==> src/rtl/hazard_scoreboard_if.sv <==
// hazard_scoreboard_if: decode-side operands, downstream stage results and hazard outputs
interface hazard_scoreboard_if #(
  parameter int XLEN   = 32,
  parameter int REG_AW = 5,
  parameter int DEPTH  = 3
);
  logic                    id_valid_i;
  logic [REG_AW-1:0]       id_rs1_i;
  logic [REG_AW-1:0]       id_rs2_i;
  logic                    id_use_rs1_i;
  logic                    id_use_rs2_i;
  logic [REG_AW-1:0]       id_rd_i;
  logic                    id_wb_en_i;
  logic                    id_is_load_i;
  logic [XLEN-1:0]         id_op1_i;
  logic [XLEN-1:0]         id_op2_i;
  logic [DEPTH*XLEN-1:0]   stage_data_i;
  logic                    flush_i;
  logic                    stall_o;
  logic                    issue_o;
  logic [XLEN-1:0]         op1_o;
  logic [XLEN-1:0]         op2_o;
  logic [15:0]             stall_cnt_o;
  modport master (
    output id_valid_i, id_rs1_i, id_rs2_i, id_use_rs1_i, id_use_rs2_i, id_rd_i,
           id_wb_en_i, id_is_load_i, id_op1_i, id_op2_i, stage_data_i, flush_i,
    input  stall_o, issue_o, op1_o, op2_o, stall_cnt_o
  );
  modport slave (
    input  id_valid_i, id_rs1_i, id_rs2_i, id_use_rs1_i, id_use_rs2_i, id_rd_i,
           id_wb_en_i, id_is_load_i, id_op1_i, id_op2_i, stage_data_i, flush_i,
    output stall_o, issue_o, op1_o, op2_o, stall_cnt_o
  );
endinterface

==> src/rtl/hazard_scoreboard.sv <==
// hazard_scoreboard: tracks in-flight destination tags, forwards from the youngest producer,
// raises load-use stalls, honours decode flush and counts stall cycles.
module hazard_scoreboard #(
  parameter int XLEN       = 32,
  parameter int REG_AW     = 5,
  parameter int DEPTH      = 3,
  parameter int LOAD_STAGE = 2
) (
  input  logic               clk_i,
  input  logic               reset_i,
  hazard_scoreboard_if.slave bus
);
  logic              v_q  [1:DEPTH];
  logic              v_d  [1:DEPTH];
  logic [REG_AW-1:0] rd_q [1:DEPTH];
  logic [REG_AW-1:0] rd_d [1:DEPTH];
  logic              ld_q [1:DEPTH];
  logic              ld_d [1:DEPTH];
  logic [15:0]       stall_cnt_q;
  logic [15:0]       stall_cnt_d;
  logic [XLEN-1:0]   op1;
  logic [XLEN-1:0]   op2;
  logic              st1;
  logic              st2;
  logic              stall;
  logic              issue;
  always_comb begin
    op1 = bus.id_op1_i;
    op2 = bus.id_op2_i;
    st1 = 1'b0;
    st2 = 1'b0;
    // Walk oldest to youngest so the lowest matching entry is the one left standing
    for (int k = DEPTH; k >= 1; k--) begin
      if (bus.id_use_rs1_i && bus.id_rs1_i != '0 && v_q[k] && rd_q[k] == bus.id_rs1_i) begin
        op1 = bus.stage_data_i[k*XLEN-1 -: XLEN];
        st1 = ld_q[k] && (k < LOAD_STAGE);
      end
      if (bus.id_use_rs2_i && bus.id_rs2_i != '0 && v_q[k] && rd_q[k] == bus.id_rs2_i) begin
        op2 = bus.stage_data_i[k*XLEN-1 -: XLEN];
        st2 = ld_q[k] && (k < LOAD_STAGE);
      end
    end
    stall = bus.id_valid_i && !bus.flush_i && (st1 || st2);
    issue = bus.id_valid_i && !stall && !bus.flush_i;
    // Bubbles only clear v; rd/ld hold so idle entries do not toggle
    v_d[1]  = issue && bus.id_wb_en_i && bus.id_rd_i != '0;
    rd_d[1] = issue ? bus.id_rd_i : rd_q[1];
    ld_d[1] = issue ? bus.id_is_load_i : ld_q[1];
    for (int k = 2; k <= DEPTH; k++) begin
      v_d[k]  = v_q[k-1];
      rd_d[k] = rd_q[k-1];
      ld_d[k] = ld_q[k-1];
    end
    stall_cnt_d = (stall && stall_cnt_q != 16'hFFFF) ? stall_cnt_q + 16'd1 : stall_cnt_q;
  end
  always_ff @(posedge clk_i or negedge reset_i) begin
    if (!reset_i) begin
      v_q         <= '{default: 1'b0};
      rd_q        <= '{default: '0};
      ld_q        <= '{default: 1'b0};
      stall_cnt_q <= '0;
    end else begin
      v_q         <= v_d;
      rd_q        <= rd_d;
      ld_q        <= ld_d;
      stall_cnt_q <= stall_cnt_d;
    end
  end
  assign bus.stall_o     = stall;
  assign bus.issue_o     = issue;
  assign bus.op1_o       = op1;
  assign bus.op2_o       = op2;
  assign bus.stall_cnt_o = stall_cnt_q;
endmodule

==> src/flat_wrapper.sv <==
// flat-port wrapper written by rule: the top's interface ports become plain ports
module hazard_scoreboard_flat 
#(
  parameter int XLEN       = 32,
  parameter int REG_AW     = 5,
  parameter int DEPTH      = 3,
  parameter int LOAD_STAGE = 2
)
  (clk_i, reset_i, bus_id_valid_i, bus_id_rs1_i, bus_id_rs2_i, bus_id_use_rs1_i, bus_id_use_rs2_i, bus_id_rd_i, bus_id_wb_en_i, bus_id_is_load_i, bus_id_op1_i, bus_id_op2_i, bus_stage_data_i, bus_flush_i, bus_stall_o, bus_issue_o, bus_op1_o, bus_op2_o, bus_stall_cnt_o);
  hazard_scoreboard_if #(.XLEN(XLEN), .REG_AW(REG_AW), .DEPTH(DEPTH)) bus_i ();
  input  logic clk_i;
  input  logic reset_i;
  input wire logic [$bits(bus_i.id_valid_i)-1:0] bus_id_valid_i;
  input wire logic [$bits(bus_i.id_rs1_i)-1:0] bus_id_rs1_i;
  input wire logic [$bits(bus_i.id_rs2_i)-1:0] bus_id_rs2_i;
  input wire logic [$bits(bus_i.id_use_rs1_i)-1:0] bus_id_use_rs1_i;
  input wire logic [$bits(bus_i.id_use_rs2_i)-1:0] bus_id_use_rs2_i;
  input wire logic [$bits(bus_i.id_rd_i)-1:0] bus_id_rd_i;
  input wire logic [$bits(bus_i.id_wb_en_i)-1:0] bus_id_wb_en_i;
  input wire logic [$bits(bus_i.id_is_load_i)-1:0] bus_id_is_load_i;
  input wire logic [$bits(bus_i.id_op1_i)-1:0] bus_id_op1_i;
  input wire logic [$bits(bus_i.id_op2_i)-1:0] bus_id_op2_i;
  input wire logic [$bits(bus_i.stage_data_i)-1:0] bus_stage_data_i;
  input wire logic [$bits(bus_i.flush_i)-1:0] bus_flush_i;
  output wire logic [$bits(bus_i.stall_o)-1:0] bus_stall_o;
  output wire logic [$bits(bus_i.issue_o)-1:0] bus_issue_o;
  output wire logic [$bits(bus_i.op1_o)-1:0] bus_op1_o;
  output wire logic [$bits(bus_i.op2_o)-1:0] bus_op2_o;
  output wire logic [$bits(bus_i.stall_cnt_o)-1:0] bus_stall_cnt_o;
  assign bus_i.id_valid_i = bus_id_valid_i;
  assign bus_i.id_rs1_i = bus_id_rs1_i;
  assign bus_i.id_rs2_i = bus_id_rs2_i;
  assign bus_i.id_use_rs1_i = bus_id_use_rs1_i;
  assign bus_i.id_use_rs2_i = bus_id_use_rs2_i;
  assign bus_i.id_rd_i = bus_id_rd_i;
  assign bus_i.id_wb_en_i = bus_id_wb_en_i;
  assign bus_i.id_is_load_i = bus_id_is_load_i;
  assign bus_i.id_op1_i = bus_id_op1_i;
  assign bus_i.id_op2_i = bus_id_op2_i;
  assign bus_i.stage_data_i = bus_stage_data_i;
  assign bus_i.flush_i = bus_flush_i;
  assign bus_stall_o = bus_i.stall_o;
  assign bus_issue_o = bus_i.issue_o;
  assign bus_op1_o = bus_i.op1_o;
  assign bus_op2_o = bus_i.op2_o;
  assign bus_stall_cnt_o = bus_i.stall_cnt_o;
  hazard_scoreboard #(.XLEN(XLEN), .REG_AW(REG_AW), .DEPTH(DEPTH), .LOAD_STAGE(LOAD_STAGE)) u_core (.clk_i(clk_i), .reset_i(reset_i), .bus(bus_i));
endmodule
==> config.mk <==
export PLATFORM = sky130hd
export DESIGN_NAME = hazard_scoreboard_flat
export DESIGN_NICKNAME = d
export VERILOG_FILES = /design/src/rtl/hazard_scoreboard_if.sv /design/src/rtl/hazard_scoreboard.sv /design/src/flat_wrapper.sv
export SDC_FILE = /design/constraint.sdc
export NUM_CORES = 1
export LEC_CHECK = 0
export ABC_AREA = 1
export BUFFER_PORTS_ARGS = -buffer_cell sky130_fd_sc_hd__buf_2
export CORE_ASPECT_RATIO = 1.1
export CORE_MARGIN = 2
export CORE_UTILIZATION = 46
export DETAILED_ROUTE_END_ITERATION = 8
export PLACE_DENSITY_LB_ADDON = 0.1
export SYNTH_ARGS = -nofsm -noshare
export SYNTH_HDL_FRONTEND = slang
export SYNTH_SLANG_ARGS = --single-unit
==> constraint.sdc <==
create_clock -name clk_i -period 4.56 [get_ports clk_i]
set_input_delay 0.456 -clock clk_i [delete_from_list [all_inputs] [get_ports clk_i]]
set_output_delay 0.456 -clock clk_i [all_outputs]
set_load 0.05 [all_outputs]
# Word-level counts from Yosys, hierarchy flattened
# Cells that the tools add are included.
# Widths: inputs -> output; s select.
dict set report totals {
  reg_bits 35
  inputBits 183
  output_inout_bits 82
  elab_cells 51
}
dict set report op_classes {
  n_addsub 1
  eq_ne 7
  mux 8
  n_reduce_logical 27
}
# operator n
set op_table {}
lappend op_table {{$mux 32} 6}
lappend op_table {{$eq 5x5->1} 6}
lappend op_table {{$logic_and 1x1->1} 21}
lappend op_table {{$add 16x1->16 const B} 1}
lappend op_table {{$ne 16x16->1 const B} 1}
lappend op_table {{$reduce_bool 5->1} 3}
lappend op_table {{$logic_not 1->1} 2}
lappend op_table {{$mux 1} 2}
lappend op_table {{$logic_or 1x1->1} 1}

# Depth between registers and ports, before layout
# Gate-level depths: netlist of the first run.
dict set report logic_depth {
  depth_word 12
  mapped_depth 11
  ltp_nobuf 11
}

# Least setup slack after synthesis of the first run
# Ideal clock, no wire load.
dict set report synth_path {
  path_type {input-to-output}
  startpoint {input bus_id_rs2_i[1]}
  endpoint {output bus_stall_o}
  t_arrival_ps 1776
  t_required_ps 4104
  path_slack_ps 2328
  path_stages 8
  path_buffers 0
  path_cell_list {inv_1 nand2_1 o21ai_0 nor2_1 nand3_2 nand2_4 nand2_1 nor2_1}
}
dict set report synth_between {
  elab_chain_cells 7
  word_cells_on_any_way 8
  classes_between {eq/ne: 1; mux: 1; reduce/logical: 6}
}
# element line
set synth_rtl {}
lappend synth_rtl {{start, declared} flat_wrapper.sv:15} ;# input wire logic [$bits(bus_i.id_rs2_i)-1:0] bus_id_rs2_i;
lappend synth_rtl {{$reduce_bool 5->1} hazard_scoreboard.sv:38} ;# if (bus.id_use_rs2_i && bus.id_rs2_i != '0 && v_q[k] && rd_q[k] == bus.id_rs2_i) begin
lappend synth_rtl {{$logic_and 1x1->1 (2 in a row)} hazard_scoreboard.sv:38}
lappend synth_rtl {{$logic_and 1x1->1 (*)} hazard_scoreboard.sv:38}
lappend synth_rtl {{$mux 1 (*)} hazard_scoreboard.sv:38}
lappend synth_rtl {{$logic_or 1x1->1 (*)} hazard_scoreboard.sv:43} ;# stall = bus.id_valid_i && !bus.flush_i && (st1 || st2);
lappend synth_rtl {{$logic_and 1x1->1 (*)} hazard_scoreboard.sv:43}
lappend synth_rtl {{end, declared} flat_wrapper.sv:25} ;# output wire logic [$bits(bus_i.stall_o)-1:0] bus_stall_o;
# Every way passes the cells marked *; elsewhere a longest branch is shown, timed or not.

# Worst setup path after layout of the first run
dict set report layout_path {
  startpoint {input bus_id_rs1_i[1]}
  endpoint {output bus_op1_o[12]}
}
dict set report layout_between {
  elab_chain_cells 7
  word_cells_on_any_way 14
  classes_between {eq/ne: 3; mux: 3; reduce/logical: 8}
}
# element line
set layout_rtl {}
lappend layout_rtl {{start, declared} flat_wrapper.sv:14} ;# input wire logic [$bits(bus_i.id_rs1_i)-1:0] bus_id_rs1_i;
lappend layout_rtl {{$reduce_bool 5->1} hazard_scoreboard.sv:34} ;# if (bus.id_use_rs1_i && bus.id_rs1_i != '0 && v_q[k] && rd_q[k] == bus.id_rs1_i) begin
lappend layout_rtl {{$logic_and 1x1->1 (3 in a row)} hazard_scoreboard.sv:34}
lappend layout_rtl {{$mux 32 (2 in a row)} hazard_scoreboard.sv:34}
lappend layout_rtl {{$mux 32 (*)} hazard_scoreboard.sv:34}
lappend layout_rtl {{end, declared} flat_wrapper.sv:27} ;# output wire logic [$bits(bus_i.op1_o)-1:0] bus_op1_o;
# Marked as above.

==> metrics.txt, run 1 <==
status finished clean; setup bufs post-CTS 0; footprint of the multi-input gates approximately 3500 µm²; Leakage between 0.004 and 0.005 µW; Die ar. roughly 12,000 µm²; Pwr Density 185.0 nW/µm²; Int Power 738.9 µW; TritonCTS buffer count 5; Port Buf Inserts 264; via count 7,214; compound-cell area share of the yosys netlist 0.01653; critical-path maximum fanout 41; layout cell share with drive strength beyond 1 0.2784; Synth Area in Adders 0.002431; average size of a mapped cell 5.390 µm²; Rel. slew slack 0.4860; core area 10,910 µm²; CTS Buffer Depth 2; Setup crit start kind input pin; Skew-Pair Late Insertion Delay 280 ps; critical path capture point type output pin; Final Core Density 0.6126; gr ovfl total 0; fillcell total 1,203; clk root buf clkbuf_16; switching share of total power 0.4025; Slew @ Worst Pin ~770 ps; met2 wire len 10,090 µm; post-synthesis cell count 955; Final ANT Viol Nets 0; Final setup viols 0; dominant cell type by area after synthesis nand2_1; Syn Nets 1,139; Storage cell area between 800 and 900 µm²; met1 wire length 7935 µm; final layout net count ~1,400; post-synth top area share 0.2982; ys async rst share 1.000; Sw Pwr 497.7 µW; die width around 100 µm; # rows 40; commonest non-fill, non-tap cell in the layout nand2_1; Post-synth EDFFs 0; Top Layer Used met4; DR DRC count 0; post-place setup slack roughly 1000 ps; worst hold path class in2async; Gate power share 0.399; main combinational cell family by area after synthesis simple AND/OR/NAND/NOR gates; Max Cap Viol 0; Synth Area in XOR/XNOR 0.04084; clock share of power 0.314; hpwl dp 14,280 µm; fin crit share 0.7823; area growth from synthesis to layout 29.85%; GRT Total Usage 0.3226; commonest non-fill, non-tap cells in the layout nand2_1 (409), buf_2 (264), nand4_1 (150), inv_1 (120), nand3_1 (79); Die H 114.9 µm; CTS tree built; vias per cell 5.436; I/O Pins 265; largest net degree at the start of global routing 46; drt total wl 20,240 µm; Hold-fix buffers, CTS 0; Tmin final 3567 ps; setup slack after layout 992.6 ps; Clock Sink Count 35; Synth cell types 29; CP Class in2out; VDD IR max about 0.17 mV; Setup TNS 0 ps; htree depth 2; Mapped Area 5147 µm²; routed length on met3 approximately 1700 µm; Yosys reg bits 35; Clock transition at path regs around 60 ps; initial cell density of the core 0.4718; simple logic cell fraction of the synthesized area 0.6184; first-pass GRT wire length approximately 32,000 µm; GPL Wtd Cong 0.8612; DR WL/cell 15.25 µm; worst endpoint required time 4100 ps; synth warn 0; initial antenna violation count 2; share of the yosys chip area belonging to registers 0.1702; Max Fclk around 280 MHz; arrival time worst endpoint 3110 ps; part of the power in registers 0.287; Area contributors post-synth nand2_1 (30%), nand4_1 (18%), dfrtp_1 (17%), inv_1 (8.8%), nand3_1 (7.7%); Pins Over Slew Limit 0; Main synth FF type dfrtp_1; First-pass DRT Iterations 5; unrepaired setup endpoints after global routing no; post-cts gate resize count 0; Clock Skews just under 5 ps; mux cell area share after synthesis 0; initial drt markers 634; Fin. Hold Viols 0; number of global-route vias before repair 6,648
## synthesized netlist by cell type, types with 3 or more instances
cell and count:
nor3_1 4, xnor2_1 19, nor2_2 9, nand2_2 13, o21ai_0 5, o21ai_1 3, nor2_1 16, nand4_1 150
clkbuf_1 30, nand3_1 79, buf_2 33, a21oi_2 4, nand2_1 409, dfrtp_1 35, inv_1 120, inv_2 6
xor2_1 5
## kinds of logic after synthesis
| family | Yosys count |
|---|---|
| AO/OA/AOI/OAI | 14 |
| buffers and inverters | 193 |
| XOR/XNOR | 24 |
| adder cells (fa/ha/maj) | 1 |
| AND/OR/NAND/NOR | 688 |
| flip-flops | 35 |
## path summary, 6_finish.rpt
path,cells after the start,start,slack [ps],to
worst max-delay path,12,bus_id_rs1_i[1],990,bus_op1_o[12]
worst min-delay path,1,reset_i,250,u_core.bus.stall_cnt_o[1]$_DFFE_PN0P_
worst max register to register,10,u_core.rd_d[9]$_DFFE_PN0P_,2470,u_core.bus.stall_cnt_o[4]$_DFFE_PN0P_
worst min register to register,0,u_core.v_d[1]$_DFF_PN0_,390,u_core.v_d[0]$_DFF_PN0_
max in group asynchronous,1,reset_i,3820,u_core.v_q[0]$_DFF_PN0_
min in group clk_i,3,bus_id_is_load_i,380,u_core.ld_d[1]$_DFFE_PN0P_
## final cells by class
| type | instances | share of cell area |
|---|---|---|
| inverters | 126 | 0.07076 |
| repair buffers | 282 | 0.2179 |
| multi-input cells | 727 | 0.5268 |
| well taps | 147 | 0.02752 |
| flip-flops and latches | 35 | 0.1310 |
| clock inverters | 3 | 0.006552 |
| diodes | 2 | 0.0007488 |
| clock buffers | 5 | 0.01872 |
## critical path, cell delays in order
cell     delay, ps
buf_2          200
nor2_1          60
nand3_1         60
nand2_1         60
inv_2          350
buf_4          500
nand3_4        440
inv_1          140
buf_4          370
nand2_1        100
nand2_1         80
buf_2          250
## per-layer routing
| metal | up-vias | track usage |
|---|---|---|
| met4 | 0 | 0.1138 |
| met5 | - | 0 |
| met3 | 48 | 0.04308 |
| met2 | 350 | 0.5771 |
| met1 | 3277 | 0.4000 |
| li1 | 3539 | - |
## sequential cells by signal, indices dropped and copies added (netlist names)
| register | flops |
|---|---|
| u_core.bus.stall_cnt_o | 16 |
| u_core.rd_d | 10 |
| u_core.rd_q | 5 |
| u_core.v_d | 2 |
| u_core.ld_d | 1 |
| u_core.v_q | 1 |
## stage by stage
| step | instance area (µm²) | instances | hold slack [ps] | total power, µW |
|---|---|---|---|---|
| global placement | 6510 | 1317 | 372.6 | 843.9 |
| global route | 6681 | 1326 | 297.9 | 1304 |
| detailed placement | 6510 | 1317 | 381.5 | 846.4 |
| floorplan | 5147 | 955 | 160.4 | 664.2 |
| finish | 6684 | 1327 | 250.1 | 1237 |
| CTS | 6679 | 1325 | 278.9 | 1239 |
## power groups by stage
stage                     clock network (µW)  registers, µW  logic, µW
after floorplan                            0            354        310
after global placement                     0            359        485
after detailed placement                   0            359        487
after CTS                                395            354        490
after global routing                     411            358        534
final                                    389            354        493
Power figures use the tool's default switching activity.
==> run 2, diff against run 1 <==
- CORE_UTILIZATION: 46 -> 43
- clock period: 4.56 -> 3.14 ns (I/O delays scaled with it)
==> metrics.txt, run 2 (synthesized netlist as in run 1, its figures left out) <==
fin crit share 0.8313; hpwl dp 15,070 µm; GPL Wtd Cong 0.8955; Clock transition at path regs roughly 60 ps; post-cts gate resize count 0; number of global-route vias before repair 6,719; number of buffers and inverters on the critical path 3; arrival time worst endpoint 2300 ps; Setup crit start kind register; worst hold path class in2async; Die H 118.8 µm; Tmin final roughly 2600 ps; commonest non-fill, non-tap cell in the layout nand2_1; critical path's most frequent cell nand2_1; max FFs per register 16; Skew-Pair Late Insertion Delay 280 ps; Leakage 0.004083 µW; Max Fclk 383.1 MHz; initial drt markers 632; critical path's top delay family buffers and inverters; core area 11,590 µm²; Setup TNS 0 ps; DR WL/cell 15.19 µm; DP Cell Count 1,329; CTS tree built; critical path capture point type output pin; Port Buf Inserts about 260; drt total wl 20,340 µm; clk root buf clkbuf_16; largest net degree at the start of global routing 65; final layout net count ~1,400; Pins Over Slew Limit 0; critical-path maximum fanout 32; GRT Total Usage 0.3104; Final ANT Viol Nets 0; Hold-fix buffers, CTS 0; gr ovfl total 0; CTS Buffer Depth 2; VDD IR max 0.3110 mV; finished layout cell area 6748 µm²; Die ar. 12,860 µm²; initial cell density of the core 0.4440; commonest non-fill, non-tap cells in the layout nand2_1 (409), buf_2 (264), nand4_1 (150), inv_1 (120), nand3_1 (79); DR DRC count 0; unrepaired setup endpoints after global routing no; Fin. Hold Viols 0; cells along the critical path xnor2_1, nand2_1, nor2_2, buf_4, nand3_1, buf_4, nand2_1, nand3_1, nand2_1, nand2_1, buf_2; I/O Pins 265; setup bufs post-CTS 0; Pwr Density between 200 and 300 nW/µm²; layout cell share with drive strength beyond 1 0.2839; vias per cell ~5.3; Max Cap Viol 0; Final setup viols 0; Final Power 1792 µW; CP max stage delay 400 ps; Rel. slew slack 0.4965; first-pass GRT wire length 32,600 µm; slowest cell on the critical path dfrtp_1; initial antenna violation count 2; # rows 41; TritonCTS buffer count 5; Fin Hold WS 106.5 ps; Area after DPL 6574 µm²; fin cells 1,339; htree depth 2; CP Class reg2out; Slew @ Worst Pin 755.2 ps; status finished clean; Clock Skews approximately 6.3 ps; die width 108.3 µm; First-pass DRT Iterations 6; via count 7,147; Clock Sink Count 35; worst endpoint required time 2830 ps; area growth from synthesis to layout 31.09%; worst reg-to-reg setup slack 1180 ps
==> run 2: changes by cell type in the layout (fill, tap and decap cells not counted), sizes merged <==
cell	previous run	this run
buf	282	291
==> run 2: worst register-to-register path, delay by kind of cell (launching register included) <==
family	cells	cell delay, ps
flops	1	420
simple gates	8	1250
fa+ha+maj	1	240
==> run 2: power breakdown <==
part,switching (µW),leakage (µW),internal [µW]
Combinational,494,0.00354,226
Sequential,35.3,0.000462,479
Clock,183,0.0000838,374
Total,713,0.00408,1080
==> run 2: final cells by class <==
class | count | area (µm²)
multi-input combinational | 727 | 3513
fill | 1314 | 4846
clock inverter | 3 | 43.79
antenna | 2 | 5.005
timing repair buffer | 291 | 1524
inverter | 126 | 473.0
sequential | 35 | 875.8
clock buffer | 5 | 125.1
tap | 150 | 187.7
==> run 2: layer usage <==
| layer | share of wire | wire, µm | track usage |
|---|---|---|---|
| met1 | 0.40 | 8119 | 0.3971 |
| met2 | 0.49 | 9868 | 0.5314 |
| met3 | 0.086 | 1741 | 0.03640 |
| met4 | 0.030 | 614 | 0.1130 |
| met5 | 0 | 0 | 0 |
==> run 2: metrics by stage <==
stage | worst slack (ps) | utilization
2_1_floorplan | 1136 | -
3_3_place_gp | 704.3 | 0.5670
3_5_place_dp | 689.1 | 0.5670
4_1_cts | 547.9 | 0.5816
5_1_grt | 345.4 | 0.5820
6_report | 529.8 | 0.5820
==> run 2: worst paths after layout <==
kind / startpoint / endpoint / depth (start not counted)
min in group clk_i: bus_id_rd_i[4] / u_core.rd_d[9]$_DFFE_PN0P_ / 3
min reg2reg: u_core.v_d[0]$_DFF_PN0_ / u_core.v_q[0]$_DFF_PN0_ / 0
max: u_core.rd_q[2]$_DFF_PN0_ / bus_op2_o[31] / 11
min: reset_i / u_core.bus.stall_cnt_o[1]$_DFFE_PN0P_ / 1
max in group asynchronous: reset_i / u_core.v_q[0]$_DFF_PN0_ / 1
max reg2reg: u_core.bus.stall_cnt_o[0]$_DFFE_PN0P_ / u_core.bus.stall_cnt_o[7]$_DFFE_PN0P_ / 9
